**src/rtl/order_serializer.sv**
```systemverilog
// order_serializer
//   Turns 32-bit order words into 5-byte AXI-Stream frames:
//   a header byte followed by the word, most significant byte first.
//   A small FIFO absorbs order bursts while the link is stalled.
//   Orders that arrive when the FIFO is full are dropped and counted.
//
// Ports
//   clk            in   system clock, rising edge
//   rst            in   asynchronous active-high reset
//   order_packet   in   order word, sampled when order_valid=1
//   order_valid    in   single-cycle strobe (no backpressure upstream)
//   m_axis_tdata   out  frame byte
//   m_axis_tvalid  out  byte valid
//   m_axis_tready  in   downstream accept
//   m_axis_tlast   out  final byte of a frame
//   fifo_count     out  queued words (excludes the word in the shifter)
//   drop_count     out  dropped orders, saturating at 16'hFFFF
//   busy           out  FSM not idle
module order_serializer #(
  parameter int          FIFO_DEPTH = 4,
  parameter logic [7:0]  HDR_BYTE   = 8'h4F
) (
  input  logic                          clk,
  input  logic                          rst,
  input  logic [31:0]                   order_packet,
  input  logic                          order_valid,
  output logic [7:0]                    m_axis_tdata,
  output logic                          m_axis_tvalid,
  input  logic                          m_axis_tready,
  output logic                          m_axis_tlast,
  output logic [$clog2(FIFO_DEPTH):0]   fifo_count,
  output logic [15:0]                   drop_count,
  output logic                          busy
);

  localparam int AW = $clog2(FIFO_DEPTH);
  localparam int CW = AW + 1;

  typedef enum logic [2:0] {
    S_IDLE, S_HDR, S_B3, S_B2, S_B1, S_B0
  } state_t;

  state_t          r_state;
  state_t          w_next;
  logic [31:0]     r_mem [FIFO_DEPTH];
  logic [AW-1:0]   r_wptr;
  logic [AW-1:0]   r_rptr;
  logic [CW-1:0]   r_count;
  logic [15:0]     r_drop;
  logic [31:0]     r_shift;

  logic            w_full;
  logic            w_empty;
  logic            w_wr;
  logic            w_pop;
  logic            w_hs;
  logic            w_tvalid;
  logic            w_tlast;
  logic [7:0]      w_tdata;

  // Fullness is judged on the count before this edge, so a pop on the
  // same edge never rescues a write that arrives while full.
  assign w_full  = (r_count == CW'(FIFO_DEPTH));
  assign w_empty = (r_count == '0);
  assign w_wr    = order_valid && !w_full;
  assign w_hs    = w_tvalid && m_axis_tready;

  // Control state
  always_ff @(posedge clk or posedge rst) begin
    if (rst) begin
      r_state <= S_IDLE;
      r_wptr  <= '0;
      r_rptr  <= '0;
      r_count <= '0;
      r_drop  <= '0;
    end else begin
      r_state <= w_next;
      if (w_wr)
        r_wptr <= r_wptr + AW'(1);
      if (w_pop)
        r_rptr <= r_rptr + AW'(1);
      case ({w_wr, w_pop})
        2'b10:   r_count <= r_count + CW'(1);
        2'b01:   r_count <= r_count - CW'(1);
        default: r_count <= r_count;
      endcase
      if (order_valid && w_full && (r_drop != 16'hFFFF))
        r_drop <= r_drop + 16'd1;
    end
  end

  // Data storage: not reset, contents are meaningless until written
  always_ff @(posedge clk) begin
    if (w_wr)
      r_mem[r_wptr] <= order_packet;
    if (w_pop)
      r_shift <= r_mem[r_rptr];
  end

  // Next state and outputs are decoded from registered state only, so
  // tdata/tlast cannot move while a beat is stalled.
  always_comb begin
    w_next   = r_state;
    w_pop    = 1'b0;
    w_tvalid = 1'b1;
    w_tlast  = 1'b0;
    w_tdata  = '0;
    case (r_state)
      S_IDLE: begin
        w_tvalid = 1'b0;
        if (!w_empty) begin
          w_pop  = 1'b1;
          w_next = S_HDR;
        end
      end
      S_HDR: begin
        w_tdata = HDR_BYTE;
        if (w_hs) w_next = S_B3;
      end
      S_B3: begin
        w_tdata = r_shift[31:24];
        if (w_hs) w_next = S_B2;
      end
      S_B2: begin
        w_tdata = r_shift[23:16];
        if (w_hs) w_next = S_B1;
      end
      S_B1: begin
        w_tdata = r_shift[15:8];
        if (w_hs) w_next = S_B0;
      end
      S_B0: begin
        w_tdata = r_shift[7:0];
        w_tlast = 1'b1;
        // Reload straight into the header so back-to-back frames have no gap
        if (w_hs) begin
          if (!w_empty) begin
            w_pop  = 1'b1;
            w_next = S_HDR;
          end else begin
            w_next = S_IDLE;
          end
        end
      end
      default: begin
        w_tvalid = 1'b0;
        w_next   = S_IDLE;
      end
    endcase
  end

  assign m_axis_tdata  = w_tdata;
  assign m_axis_tvalid = w_tvalid;
  assign m_axis_tlast  = w_tlast;
  assign fifo_count    = r_count;
  assign drop_count    = r_drop;
  assign busy          = (r_state != S_IDLE);

endmodule

```
**config.mk**
```make
export PLATFORM = sky130hd
export DESIGN_NAME = order_serializer
export DESIGN_NICKNAME = d
export VERILOG_FILES = /design/src/rtl/order_serializer.sv
export SDC_FILE = /design/constraint.sdc
export NUM_CORES = 1
export LEC_CHECK = 0
export CORE_MARGIN = 2
export CORE_UTILIZATION = 40
export CTS_CLUSTER_SIZE = 12
export DETAILED_ROUTE_END_ITERATION = 7
export DONT_BUFFER_PORTS = 1
export HOLD_SLACK_MARGIN = 0.02
export PLACE_DENSITY_LB_ADDON = 0.08
export SLEW_MARGIN = 20
export SYNTH_ARGS = -nofsm -noshare
export SYNTH_HDL_FRONTEND = slang
export SYNTH_SLANG_ARGS = --single-unit
```
**constraint.sdc**
```tcl
create_clock -name clk -period 3.2 [get_ports clk]
set_clock_uncertainty 0.2 [all_clocks]
set_input_delay 0.32 -clock clk [delete_from_list [all_inputs] [get_ports clk]]
set_output_delay 0.32 -clock clk [all_outputs]
set_load 0.005 [all_outputs]
```
==> impl_results.md <==
* Die footprint at 19400 sq um
* Fill count at 1473
* Synth Instances at 374
* Fmax at 381 MHz
* Detailed Place HPWL at 8.42 mm
* WP data required at 2.68 ns
* Synth Area in Simple Gates at 5.13%
* Cell area after synthesis at 7320 sq um
* Worst hold start: order_valid
* Layout cells sized above 1 at 21.1%
* Worst-Skew Late Latency at 0.42 ns
* Global Route Usage Sum at 14.9%
* Maximum buffer depth of the clock tree at 2
* Clock transition at path regs at 0.07 ns
* Status: completed
* Ant diodes at 0
* Clock Power Share at 27.0%
* Initial DRT Pass Iterations at 4
* Initial Util at 40.8%
* R2R Path Start: r_state[0]
* Maximum vdd drop at 423 uV
* Post-Synth XOR/XNOR Area at 2.03%
* Hold WC Path Type: input port to register
* Remaining Overflow, GRT at 0
* Vias in the first global route at 3602
* Final critical-path required period at 2.62 ns
* Hold Crit Depth at 4
* WP data arrival at 2.10 ns
* Cells after DPL at 599
* GP Congestion at 0.764
* Ports at 66
* Setup WS post-layout at 0.575 ns
* Final Non-Filler Cells at 665
* Top post-synthesis cells by area: edfxtp_1, mux4_2, dfrtp_1
* Comb pwr share at 26.2%
* RSZ-0062 raised after global routing: false
* Final setup violation count at 0
* Sw Pwr at 2310 uW
* Yosys cell types at 48
* DRC violations left at 0
* WL/cell at 20.3 um
* Die Wd at 139 um
* Relative slew slack at 57.4%
* Critical path capture point type: output pin
* Yosys warnings at 0
* Synthesized-area fraction occupied by adder cells at 1.30%
* WS Path Type: register to output pin
* Initial DRC count at 271
* Final hold violation count at 0
* Die Ht at 139 um
* Most used DFF post-synth: edfxtp_1
* Total CTS buffers at 17
* Mean post-synth cell area at 19.6 sq um
* Largest family of logic cells by synthesized area: multiplexers
* Measured slew at the worst slew-check pin at 0.634 ns
* FP Rows at 49
* #FFs+latches synth at 186
* Worst hold slack at 0.0942 ns
* Num Clock Sinks at 186
* Area grow syn2layout at 17.8%
* Sequential-to-total area share from yosys stat at 74.5%
* PortBufs at 0
* Postcts setup bufs at 0
* DP Worst Slack at 0.680 ns
* Final Max Slew Viols at 0
* Top cells by count, synth: edfxtp_1, mux4_2, dfrtp_1, xor2_1
* Clock tree root driver cell: clkbuf_16
* Core area at 18000 sq um
* Maximum fanout along the worst path at 16
* First-pass GRT wire length at 21.3 mm
* Crit start category: register
* Post-synthesis net count at 417
* Pwr/cell area at 921 nW/um^2
* CP startpoint: r_state[2]
* EDFF count, synth at 160
* Most common cell in the netlist: edfxtp_1
* Final ANT Viol Nets at 0
* Initial antenna violation count at 0
* Fin crit share at 82.0%
* Reg power frac at 46.7%
* Via count at 3454
* Post-synthesis mux area share at 12.4%
* CTS HTree Levels at 4
* Largest area contributor in the netlist: edfxtp_1
* Synth Area in Compound Gates at 3.18%
* Final nets at 466
* WL final at 13.5 mm
* Async SR Flop Fraction at 14.0%
* Largest net degree at the start of global routing at 35
* Number of gates resized after CTS at 0
* Leakage power at 0.00296 uW
* Switching share of power at 29.0%
* P_int at 5640 uW
* Vias per inst at 5.19
* Max-cap violations at 0
* Worst Reg-to-Reg Cells at 9
* CTS tree: yes
* Synth top area share at 65.6%
-- metal layers --
metal	part of all wire [%]	up-vias	track usage, %	routed length [um]
met4	1.4	0	5.42	190
met3	5.4	10	4.75	725
met2	49	85	23.8	6590
li1	-	1593	-	-
met1	44	1766	19.4	6010
met5	0	-	0	0
-- sequential cells by signal, summed over array words and instances (netlist names) --
name / count
r_state: 3
r_rptr: 2
r_shift: 32
r_wptr: 2
fifo_count: 3
drop_count: 16
r_mem: 128
-- timing repair --
| action | CTS | global route |
|---|---|---|
| hold buffers | 34 | 0 |
| setup endpoints to repair | 0 | 0 |
| endpoints found under the hold margin | 157 | 0 |
-- layout by cell type (no fill, tap or decap), types with 7 or more instances in the layout --
cell type      Yosys  layout
a21oi_1            8       8
buf_4              0       7
clkbuf_16          0      17
dfrtp_1           26      25
dlygate4sd3_1      0      34
edfxtp_1         160     160
inv_1             10      10
mux2i_1            8       8
mux4_2            32      32
nand2_1           10       9
nor2_1             8       8
o22ai_1            8       8
xor2_1            12      12
-- worst max-delay path, cell delays in order, from the launching register on --
cell and delay (ns):
dfrtp_1 0.69, nor2b_1 0.45, a22oi_1 0.19, o22ai_1 0.36
-- final cells by class --
cell class	instances	area, sq um	share of cell area (%)
tap	229	287	3.32
timing repair buffer	45	473	5.48
multi-input combinational	163	1770	20.5
inverter	10	37.5	0.435
clock buffer	18	429	4.97
clock inverter	14	176	2.04
sequential	186	5460	63.2
-- metrics by stage --
| stage | TNS, ns | area (sq um) | util, % | total power, uW |
|---|---|---|---|---|
| finish | 0 | 8630 | 48.0 | 7950 |
| global route | 0 | 8630 | 48.0 | 8370 |
| CTS | 0 | 8630 | 48.0 | 8070 |
| detailed placement | 0 | 7680 | 42.8 | 5870 |
| global placement | 0 | 7680 | 42.8 | 5840 |
| floorplan | -0.187 | 7340 | - | 5160 |
-- power by group through the flow --
stage	logic (uW)	clock network [uW]	registers (uW)
6_report	2090	2150	3720
5_1_grt	2290	2290	3780
4_1_cts	2150	2200	3720
3_5_place_dp	2100	0	3770
3_3_place_gp	2100	0	3750
2_1_floorplan	1500	0	3660
-- cells by family after synthesis --
family,count (synthesis)
DFF,186
and+or+nand+nor,57
muxes,49
AOI/OAI and AO/OA,33
buffers and inverters,25
xor gates and xnor gates,17
adders and majority gates,7
-- final timing paths --
check                                  endpoint  slack (ns)
worst max-delay path            m_axis_tdata[0]        0.58
worst min-delay path                  r_wptr[0]        0.09
worst max register to register    fifo_count[2]        0.66
worst min register to register    drop_count[0]        0.35
max in group asynchronous             r_rptr[0]        2.30
min in group asynchronous        drop_count[12]        0.21
Power figures use the tool's default switching activity.
